## src/rtl/f_fetch_ctrl_pkg.sv

```systemverilog
// ---------------------------------------------------------------------------
// f_fetch_ctrl_pkg
// Shared definitions for the MIPS fetch-stage sequencer:
//   - fetch_state_t : sequencer state encoding (IDLE/REQ/FULL/DRAIN)
//   - RESET_PC, TEXT_LO, TEXT_HI : default fetch address map
//   - exc_code_t    : CP0 ExcCode values raised by the fetch stage
//   - fetch_entry_t : contents of the single-entry fetch buffer
//   - fetch_addr_bad: alignment / text-range check helper
// ---------------------------------------------------------------------------
package f_fetch_ctrl_pkg;

    typedef enum logic [1:0] {
        IDLE  = 2'd0,   // buffer empty, nothing outstanding
        REQ   = 2'd1,   // request outstanding, buffer empty
        FULL  = 2'd2,   // buffer holds an instruction (or an AdEL entry)
        DRAIN = 2'd3    // flushed request still outstanding; its data is dropped
    } fetch_state_t;

    localparam logic [31:0] RESET_PC = 32'h0000_3000;
    localparam logic [31:0] TEXT_LO  = 32'h0000_3000;
    localparam logic [31:0] TEXT_HI  = 32'h0000_6FFC;

    typedef enum logic [4:0] {
        EXC_INT  = 5'd0,
        EXC_ADEL = 5'd4
    } exc_code_t;

    typedef struct packed {
        logic [31:0] pc;
        logic [31:0] instr;
        logic        exc_adel;
    } fetch_entry_t;

    function automatic logic fetch_addr_bad(
        input logic [31:0] addr,
        input logic [31:0] lo,
        input logic [31:0] hi
    );
        return (addr[1:0] != 2'b00) || (addr < lo) || (addr > hi);
    endfunction

endpackage : f_fetch_ctrl_pkg

```

## src/rtl/f_fetch_ctrl_if.sv

```systemverilog
// ---------------------------------------------------------------------------
// f_fetch_ctrl_if
// Instruction-memory request/acknowledge bus.
//   imem_req   : request, held until acknowledged
//   imem_addr  : request address, stable while imem_req is high
//   imem_ack   : memory returns imem_rdata this cycle
//   imem_rdata : instruction word
// Modports: master = fetch sequencer, slave = instruction memory.
// ---------------------------------------------------------------------------
interface f_fetch_ctrl_if;

    logic        imem_req;
    logic [31:0] imem_addr;
    logic        imem_ack;
    logic [31:0] imem_rdata;

    modport master (
        output imem_req,
        output imem_addr,
        input  imem_ack,
        input  imem_rdata
    );

    modport slave (
        input  imem_req,
        input  imem_addr,
        output imem_ack,
        output imem_rdata
    );

endinterface : f_fetch_ctrl_if

```

## src/rtl/f_fetch_ctrl_addr_check.sv

```systemverilog
// ---------------------------------------------------------------------------
// f_addr_check
// Combinational fetch-address legality check.
//   addr : candidate fetch address
//   bad  : high when addr is not word aligned or lies outside
//          [TEXT_LO, TEXT_HI]
// ---------------------------------------------------------------------------
module f_addr_check
    import f_fetch_ctrl_pkg::*;
#(
    parameter logic [31:0] LO = TEXT_LO,
    parameter logic [31:0] HI = TEXT_HI
) (
    input  logic [31:0] addr,
    output logic        bad
);

    always_comb begin
        bad = fetch_addr_bad(addr, LO, HI);
    end

endmodule : f_addr_check

```

## src/rtl/f_fetch_ctrl.sv

```systemverilog
// ---------------------------------------------------------------------------
// f_fetch_ctrl
// Fetch-stage sequencer for the 5-stage MIPS pipeline. Owns the F-stage PC
// and the next-fetch address (npc), issues requests to a variable-latency
// instruction memory, buffers one fetched instruction for the F/D register,
// applies D-stage redirects (delay-slot semantics) and CP0 flushes, and turns
// illegal fetch addresses into AdEL buffer entries.
//
// Ports:
//   clk, reset   : clock, synchronous active-high reset
//   D_stall      : F/D register holds while high
//   D_redirect   : taken branch / jump in D (ignored while D_stall)
//   D_target     : redirect target
//   F_flush      : CP0 flush, highest priority
//   F_flush_pc   : fetch address after a flush
//   imem         : instruction-memory bus (master side)
//   F_PC         : address of the buffered instruction
//   F_Instr      : buffered instruction (0 for an AdEL entry)
//   F_valid      : buffer holds an entry; F/D loads on F_valid & !D_stall
//   F_ExcAdEL    : buffered entry is an address-error fetch
// ---------------------------------------------------------------------------
module f_fetch_ctrl
    import f_fetch_ctrl_pkg::*;
#(
    parameter logic [31:0] RESET_PC = f_fetch_ctrl_pkg::RESET_PC,
    parameter logic [31:0] TEXT_LO  = f_fetch_ctrl_pkg::TEXT_LO,
    parameter logic [31:0] TEXT_HI  = f_fetch_ctrl_pkg::TEXT_HI
) (
    input  logic                  clk,
    input  logic                  reset,
    input  logic                  D_stall,
    input  logic                  D_redirect,
    input  logic [31:0]           D_target,
    input  logic                  F_flush,
    input  logic [31:0]           F_flush_pc,
    f_fetch_ctrl_if.master        imem,
    output logic [31:0]           F_PC,
    output logic [31:0]           F_Instr,
    output logic                  F_valid,
    output logic                  F_ExcAdEL
);

    fetch_state_t state_q, state_d;
    logic [31:0]  npc_q, npc_d;
    logic [31:0]  req_addr_q, req_addr_d;
    fetch_entry_t buf_q, buf_d;
    logic         valid_q, valid_d;

    logic         consume;
    logic         redirect_ok;
    logic         issue;
    logic [31:0]  issue_addr;
    logic         bad;

    // Issue decision. A redirect bypasses npc so the target goes out in the
    // same cycle the redirect is accepted.
    always_comb begin
        consume     = valid_q & ~D_stall;
        redirect_ok = D_redirect & ~D_stall & ~F_flush;
        issue_addr  = redirect_ok ? D_target : npc_q;
        issue       = ~F_flush & ((state_q == IDLE) | ((state_q == FULL) & consume));
    end

    f_addr_check #(
        .LO (TEXT_LO),
        .HI (TEXT_HI)
    ) u_addr_check (
        .addr (issue_addr),
        .bad  (bad)
    );

    // Memory-side outputs. Kept apart from the next-state logic so that
    // imem_req never depends on imem_ack, even through a shared process.
    always_comb begin
        imem.imem_req  = 1'b0;
        imem.imem_addr = issue_addr;
        unique case (state_q)
            IDLE, FULL: begin
                imem.imem_req = issue & ~bad;
            end
            REQ, DRAIN: begin
                imem.imem_req  = 1'b1;
                imem.imem_addr = req_addr_q;
            end
            default: ;
        endcase
        if (reset) begin
            imem.imem_req = 1'b0;
        end
    end

    always_comb begin
        state_d    = state_q;
        npc_d      = npc_q;
        req_addr_d = req_addr_q;
        buf_d      = buf_q;
        valid_d    = valid_q;

        if (F_flush) begin
            // An ack arriving together with the flush retires the old request
            // (data dropped); otherwise it is still in flight and must drain.
            valid_d = 1'b0;
            npc_d   = F_flush_pc;
            if (((state_q == REQ) || (state_q == DRAIN)) && !imem.imem_ack) begin
                state_d = DRAIN;
            end else begin
                state_d = IDLE;
            end
        end else if (issue) begin
            npc_d = issue_addr + 32'd4;
            if (bad) begin
                buf_d   = '{pc: issue_addr, instr: '0, exc_adel: 1'b1};
                valid_d = 1'b1;
                state_d = FULL;
            end else if (imem.imem_ack) begin
                buf_d   = '{pc: issue_addr, instr: imem.imem_rdata, exc_adel: 1'b0};
                valid_d = 1'b1;
                state_d = FULL;
            end else begin
                req_addr_d = issue_addr;
                valid_d    = 1'b0;
                state_d    = REQ;
            end
        end else begin
            // The outstanding fetch is the delay slot, so an accepted redirect
            // only retargets the fetch after it.
            if (redirect_ok) begin
                npc_d = D_target;
            end
            unique case (state_q)
                REQ: begin
                    if (imem.imem_ack) begin
                        buf_d   = '{pc: req_addr_q, instr: imem.imem_rdata, exc_adel: 1'b0};
                        valid_d = 1'b1;
                        state_d = FULL;
                    end
                end
                DRAIN: begin
                    if (imem.imem_ack) begin
                        state_d = IDLE;
                    end
                end
                default: ;
            endcase
        end
    end

    always_ff @(posedge clk) begin
        if (reset) begin
            state_q    <= IDLE;
            npc_q      <= RESET_PC;
            req_addr_q <= RESET_PC;
            buf_q      <= '{pc: RESET_PC, instr: '0, exc_adel: 1'b0};
            valid_q    <= 1'b0;
        end else begin
            state_q    <= state_d;
            npc_q      <= npc_d;
            req_addr_q <= req_addr_d;
            buf_q      <= buf_d;
            valid_q    <= valid_d;
        end
    end

    always_comb begin
        F_PC      = buf_q.pc;
        F_Instr   = buf_q.instr;
        F_ExcAdEL = buf_q.exc_adel;
        F_valid   = valid_q;
    end

endmodule : f_fetch_ctrl
```

## src/flat_wrapper.sv

```systemverilog
// flat-port wrapper written by rule: the top's interface ports become plain ports
module f_fetch_ctrl_flat import f_fetch_ctrl_pkg::*;
#(
    parameter logic [31:0] RESET_PC = f_fetch_ctrl_pkg::RESET_PC,
    parameter logic [31:0] TEXT_LO  = f_fetch_ctrl_pkg::TEXT_LO,
    parameter logic [31:0] TEXT_HI  = f_fetch_ctrl_pkg::TEXT_HI
)
  (clk, reset, D_stall, D_redirect, D_target, F_flush, F_flush_pc, F_PC, F_Instr, F_valid, F_ExcAdEL, imem_imem_req, imem_imem_addr, imem_imem_ack, imem_imem_rdata);
  f_fetch_ctrl_if imem_i ();
  input  logic clk;
  input  logic reset;
  input  logic D_stall;
  input  logic D_redirect;
  input  logic [31:0] D_target;
  input  logic F_flush;
  input  logic [31:0] F_flush_pc;
  output logic [31:0] F_PC;
  output logic [31:0] F_Instr;
  output logic F_valid;
  output logic F_ExcAdEL;
  output wire logic [$bits(imem_i.imem_req)-1:0] imem_imem_req;
  output wire logic [$bits(imem_i.imem_addr)-1:0] imem_imem_addr;
  input wire logic [$bits(imem_i.imem_ack)-1:0] imem_imem_ack;
  input wire logic [$bits(imem_i.imem_rdata)-1:0] imem_imem_rdata;
  assign imem_imem_req = imem_i.imem_req;
  assign imem_imem_addr = imem_i.imem_addr;
  assign imem_i.imem_ack = imem_imem_ack;
  assign imem_i.imem_rdata = imem_imem_rdata;
  f_fetch_ctrl #(.RESET_PC(RESET_PC), .TEXT_LO(TEXT_LO), .TEXT_HI(TEXT_HI)) u_core (.clk(clk), .reset(reset), .D_stall(D_stall), .D_redirect(D_redirect), .D_target(D_target), .F_flush(F_flush), .F_flush_pc(F_flush_pc), .imem(imem_i), .F_PC(F_PC), .F_Instr(F_Instr), .F_valid(F_valid), .F_ExcAdEL(F_ExcAdEL));
endmodule
```

## config.mk

```make
export PLATFORM = sky130hd
export DESIGN_NAME = f_fetch_ctrl_flat
export DESIGN_NICKNAME = d
export VERILOG_FILES = /design/src/rtl/f_fetch_ctrl_pkg.sv /design/src/rtl/f_fetch_ctrl_if.sv /design/src/rtl/f_fetch_ctrl_addr_check.sv /design/src/rtl/f_fetch_ctrl.sv /design/src/flat_wrapper.sv
export SDC_FILE = /design/constraint.sdc
export NUM_CORES = 1
export LEC_CHECK = 0
export ABC_AREA = 1
export CELL_PAD_IN_SITES_DETAIL_PLACEMENT = 1
export CELL_PAD_IN_SITES_GLOBAL_PLACEMENT = 1
export CORE_MARGIN = 4
export CORE_UTILIZATION = 39
export DETAILED_ROUTE_END_ITERATION = 6
export DONT_BUFFER_PORTS = 1
export PLACE_DENSITY_LB_ADDON = 0.1
export SYNTH_ARGS = -nofsm -noshare
export SYNTH_HDL_FRONTEND = slang
export SYNTH_SLANG_ARGS = --single-unit
```

## constraint.sdc

```tcl
create_clock -name clk -period 2.43 [get_ports clk]
set_input_delay 0.6075 -clock clk [delete_from_list [all_inputs] [get_ports clk]]
set_output_delay 0.6075 -clock clk [all_outputs]
set_load 0.01 [all_outputs]
```

==> results of run 1 <==
-- worst max path at each step --
stage	end	cells past startpoint	from
floorplan	imem_imem_req	14	F_flush
global placement	imem_imem_req	13	F_flush
detailed placement	imem_imem_req	13	F_flush
CTS	imem_imem_req	12	D_stall
global route	imem_imem_req	13	D_stall
finish	imem_imem_req	12	D_stall
-- registers in the layout, indices dropped and copies added, names as in the netlist --
signal,cells
u_core.req_addr_q,32
u_core.F_Instr,32
u_core.state_q,2
u_core.F_PC,32
u_core.F_valid,1
u_core.F_ExcAdEL,1
u_core.npc_q,32
-- logic make-up (layout without fill, tap and decap cells) --
group	after synthesis	after routing	share of synthesized area
buf+inv	166	276	0.102
fa+ha+maj	1	1	0.00176
simple gates	674	675	0.408
flops	132	132	0.372
compound gates	154	154	0.116
-- layout make-up --
class	instances	share of cell area
clock buffer	20	0.0503
timing repair buffer	137	0.129
multi-input combinational	830	0.429
sequential	132	0.298
inverter	107	0.0457
tap	229	0.0323
clock inverter	12	0.0164
-- cell usage in the layout, fill, tap and decap left out, types with 2 or more instances in the layout --
cell type | synthesis | layout
a21oi_1 | 29 | 29
a31oi_1 | 5 | 5
buf_12 | 0 | 8
buf_4 | 4 | 126
buf_6 | 10 | 2
bufinv_16 | 0 | 2
clkbuf_1 | 33 | 2
clkbuf_16 | 0 | 17
clkinv_4 | 0 | 3
clkinvlp_4 | 0 | 2
dfxtp_1 | 132 | 132
inv_1 | 98 | 97
inv_2 | 8 | 7
inv_6 | 0 | 5
nand2_1 | 374 | 368
nand2_2 | 6 | 12
nand2_8 | 0 | 2
nand3_1 | 71 | 70
nand3_2 | 2 | 3
nand3b_1 | 4 | 4
nand4_1 | 8 | 8
nor2_1 | 134 | 131
nor2_2 | 65 | 67
nor2_4 | 4 | 5
nor3_1 | 3 | 3
o211ai_1 | 7 | 7
o21ai_0 | 99 | 88
o21ai_1 | 4 | 15
o31ai_1 | 2 | 2
-- routing by layer --
metal / vias to the layer above / share of wire / track usage / wire length, um
met4: 2 / 0.020 / 0.0790 / 509
met3: 32 / 0.060 / 0.0633 / 1540
met2: 155 / 0.51 / 0.445 / 13100
met5: - / 0.00047 / 0 / 12
li1: 3729 / - / - / -
met1: 3522 / 0.41 / 0.295 / 10400
-- power breakdown --
part | switching [W] | internal [W]
clock | 0.00107 | 0.00156
sequential | 0.000110 | 0.00228
combinational | 0.000606 | 0.000418
-- what timing repair did --
item / 4_1_cts / 5_1_grt
buffers inserted: 2 / 0
gates cloned: 1 / 0
resized for setup: 13 / 17
pin swaps: 5 / 3
endpoints found under the setup margin: 4 / 19
-- stage by stage --
| step | cells | hold WS, ns |
|---|---|---|
| after floorplan | 1127 | 0.441 |
| after global placement | 1432 | 0.451 |
| after detailed placement | 1432 | 0.458 |
| after CTS | 1467 | 0.229 |
| after global routing | 1467 | 0.226 |
| final | 1467 | 0.245 |
-- critical path: cells and delay by family --
kind,cells,cell delay [ns]
and+or+nand+nor,10,1.11
buffers and inverters,2,0.24
==> impl_metrics.toml, run 1 <==
[logic_synthesis]
synth_top_cells_by_area = "dfxtp_1 (37%), nand2_1 (20%), nor2_1 (7.1%)"
yosysTopAreaCellShare = 0.372
synth-seq-cells = 132
post-synth-top-count-cell = "nand2_1"
syn_area_per_cell_sq_um = 6.31
yosys-top-cells-count = "nand2_1 (374), nor2_1 (134), dfxtp_1 (132), o21ai_0 (99), inv_1 (98)"
syn-num-nets = 1230
synth_cell_types = 35
async_flop_share = 0
synth_top_area_cell = "dfxtp_1"
synth_ff_type = "dfxtp_1"
synth_area_sq_um = 7110
yosysSeqAreaShare = 0.372
yosysWarningCount = 0
postSynthCellCount = 1127
synth_edf_count = 0

[detailed_routing]
drc = 0
routed_wl_um = 25500
routedWlPerCell_um = 17.4
drt-initial-drc-count = 450
vias = 7440
viasPerCell = 5.07
ant_nets = 0
drt-pass1-iter-count = 5

[timing]
fin_crit_ns = 2.59
max_freq_mhz = 386
setup-violations-final = 2
skew_ns = 0.00753
worstMarginPinSlew_ns = 0.482
fin_crit_sh = 1.07
rsz0062_at_grt = "true"
setup_slack_ns = -0.159
tns_ns = -0.168
slew_headroom = 0.677
finalMaxSlewViolations = 0
hold_viol = 0

[setup_path]
cp.required_ns = 1.82
critPathMostFrequentCell = "nand2_2"
worstSetupPathType = "in -> out"
end_kind = "output port"
worstPathMaxFanout = 13
reg2reg_from = "u_core.F_valid"
r2r_cells = 13
crit_chain = "nor2_4 -> buf_12 -> nand2_8 -> nand2_1 -> nand2_2 -> nor2_2 -> nand4_1 -> nor2_4 -> nand3_2 -> nand2_2 -> nand2_2 -> inv_2"
slowest_stage = "nor2_4"
reg2reg_slack_ns = 0.29
slowest_delay_ns = 0.17
arrival_ns = 1.98
start_kind = "input pin"
r2r-end = "u_core.npc_q[19]"

[place]
gp_congestion = 0.901
port_buffers = 0
dpl-instance-area_sq_um = 8170
dpl.hpwl_um = 19200
post-place-ws_ns = -0.255

[hold_path]
holdPathEnd = "u_core.F_ExcAdEL"
hold_path_class = "in -> reg"
hold_depth = 1
min_from = "reset"

[die]
initial_core_util = 0.396
fp.dieW_um = 143
die_height_um = 143
fp.coreArea_sq_um = 18000
ioPinCount = 201
fp.dieArea_sq_um = 20400
rows = 49

[power_and_ir_drop]
ir_worst_vdd_uv = 494
power_density_nw_per_um2 = 681
cellLeakagePower_nw = 4.23
p_total_w = 0.00605

[grt]
grt_max_degree = 63
grt_use_total = 0.250
grt_pass1_wl_um = 40100
grt_pass1_vias = 7559
overflow = 0
antenna_found_initial = 1

[clock_tree]
cts.path.max_buffers = 2
numCtsBuffers = 17
clock-sinks = 132
htreeDepth = 4
cts_tree = "done"
clk_pin_slew_ns = 0.06
cts_root_buffer = "clkbuf_16"
clkLatencyLatePin_ns = 0.43
postCtsHoldBufs = 0

[layout]
layout-drive-gt1-share = 0.217
seqCellArea_sq_um = 2640
fillers = 2434
syn_to_final_growth_pct = 24.9
nets = 1328
antenna_cells = 0
final_util = 0.494
stdcell_area_sq_um = 8870
multi_input_area_sq_um = 3800

[run]
cap_viol_max_count = 0

[status]
status = "complete, but fails checks"
violations = "negative setup slack"
Power figures use the tool's default switching activity.
==> run 2: changes to the inputs <==
--- a/config.mk
+++ b/config.mk
@@ -6,13 +6,13 @@
 export NUM_CORES = 1
 export LEC_CHECK = 0
 export ABC_AREA = 1
+export BUFFER_PORTS_ARGS = -buffer_cell sky130_fd_sc_hd__buf_4
 export CELL_PAD_IN_SITES_DETAIL_PLACEMENT = 1
 export CELL_PAD_IN_SITES_GLOBAL_PLACEMENT = 1
 export CORE_MARGIN = 4
-export CORE_UTILIZATION = 39
+export CORE_UTILIZATION = 32
 export DETAILED_ROUTE_END_ITERATION = 6
-export DONT_BUFFER_PORTS = 1
-export PLACE_DENSITY_LB_ADDON = 0.1
+export PLACE_DENSITY = 0.79
 export SYNTH_ARGS = -nofsm -noshare
 export SYNTH_HDL_FRONTEND = slang
 export SYNTH_SLANG_ARGS = --single-unit
==> impl_metrics.toml, run 2 (synthesis gave the netlist of run 1 again) <==
[timing]
setup-violations-final = 31
finalMaxSlewViolations = 0
slew_headroom = 0.691
max_freq_mhz = 353
fin_crit_sh = 1.17
setup_slack_ns = -0.405
fin_crit_ns = 2.84
worstMarginPinSlew_ns = 0.461
tns_ns = -4.25
fin_hold_ws_ns = 0.379
hold_viol = 0
skew_ns = 0.0108
rsz0062_at_grt = "true"

[layout]
final_util = 0.520
antenna_cells = 0
fillers = 2799
syn_to_final_growth_pct = 59.6
final_common_cell = "nand2_1"
layout-drive-gt1-share = 0.409
final_cell_mix = "nand2_1 (328), buf_4 (322), dfxtp_1 (131), nor2_1 (120), inv_1 (86)"
nets = 1559

[setup_path]
crit_chain = "buf_8 -> nor2_4 -> buf_12 -> buf_12 -> nand3_1 -> nand2_2 -> inv_4 -> nand2_1 -> a21oi_4 -> nor2_4 -> nand3_2 -> nand2_1 -> nand2_2 -> inv_2 -> buf_6"
worstPathMaxFanout = 10
cp.required_ns = 1.82
start_kind = "input pin"
worstSetupPathType = "in -> out"
end_kind = "output port"
slowest_stage = "buf_12"
path_buf_inv = 6
arrival_ns = 2.23
cp_top_family = "simple AND/OR/NAND/NOR gates"
slowest_delay_ns = 0.17

[grt]
grt_max_degree = 63
grt_pass1_wl_um = 45000
grt_pass1_vias = 8590
antenna_found_initial = 0
grt_use_total = 0.229
overflow = 0

[power_and_ir_drop]
ir_worst_vdd_uv = 418
cellLeakagePower_nw = 5.50
power_density_nw_per_um2 = 581

[hold_path]
hold_path_class = "in -> reg"

[detailed_routing]
drt-pass1-iter-count = 4
routed_wl_um = 31900
ant_nets = 0
drt-initial-drc-count = 481
viasPerCell = 5.05
vias = 8837
drc = 0
routedWlPerCell_um = 18.2

[die]
ioPinCount = 201
fp.dieArea_sq_um = 24700
rows = 54
die_height_um = 157
fp.coreArea_sq_um = 21800
fp.dieW_um = 157
initial_core_util = 0.326

[status]
status = "complete, but fails checks"
violations = "negative setup slack"

[clock_tree]
cts_root_buffer = "clkbuf_16"
htreeDepth = 4
numCtsBuffers = 17
clkLatencyLatePin_ns = 0.43
cts_tree = "done"
cts.path.max_buffers = 2
postCtsHoldBufs = 0
clk_pin_slew_ns = 0.06
clock-sinks = 132

[place]
port_buffers = 200
gp_congestion = 0.907
dpl.hpwl_um = 21500

[run]
cap_viol_max_count = 0
[run 2: worst paths after layout]
| kind | slack, ns | cells past startpoint | startpoint | to |
|---|---|---|---|---|
| worst max-delay path | -0.41 | 15 | F_flush | imem_imem_req |
| worst min-delay path | 0.38 | 3 | F_flush_pc[27] | u_core.npc_q[27] |
| worst max register to register | 0.16 | 19 | u_core.npc_q[18] | u_core.state_q[0] |
| worst min register to register | 0.46 | 2 | u_core.F_ExcAdEL | u_core.F_ExcAdEL |
[run 2: power breakdown]
group	internal [W]	switching, W
Combinational	0.000733	0.000865
Sequential	0.00228	0.0000668
Clock	0.00156	0.00109
[run 2: through the flow]
step | area [sq um] | cells | power [W] | worst slack (ns)
2_1_floorplan | 7110 | 1127 | 0.00301 | 0.00204
3_3_place_gp | 9770 | 1686 | 0.00372 | -0.565
3_5_place_dp | 9770 | 1686 | 0.00375 | -0.629
4_1_cts | 10700 | 1731 | 0.00647 | -0.299
5_1_grt | 11300 | 1749 | 0.00687 | -0.473
6_report | 11300 | 1749 | 0.00660 | -0.405
[run 2: layout make-up]
cell class	instances	area (sq um)	share of cell area
multi-input combinational	832	4290	0.378
timing repair buffer	366	3060	0.269
sequential	132	2650	0.233
clock buffer	20	447	0.0394
inverter	107	409	0.0361
tap	280	350	0.0309
clock inverter	12	145	0.0128
[run 2: what timing repair did]
action / CTS / global route
resized for setup: 83 / 129
buffers inserted: 12 / 18
pin swaps: 18 / 37
gates cloned: 3 / 2
setup endpoints to repair: 57 / 85
[run 2: layer usage]
| metal | track usage | share of wire | up-vias |
|---|---|---|---|
| met5 | 0 | 0 | - |
| met4 | 0.0701 | 0.041 | 0 |
| met3 | 0.0368 | 0.051 | 91 |
| met2 | 0.408 | 0.50 | 304 |
| met1 | 0.284 | 0.41 | 4250 |
| li1 | - | - | 4192 |
[run 2: worst min-delay path, cell delays in order]
cell	delay (ns)
buf_4	0.08
nand2_1	0.04
nand2_1	0.05
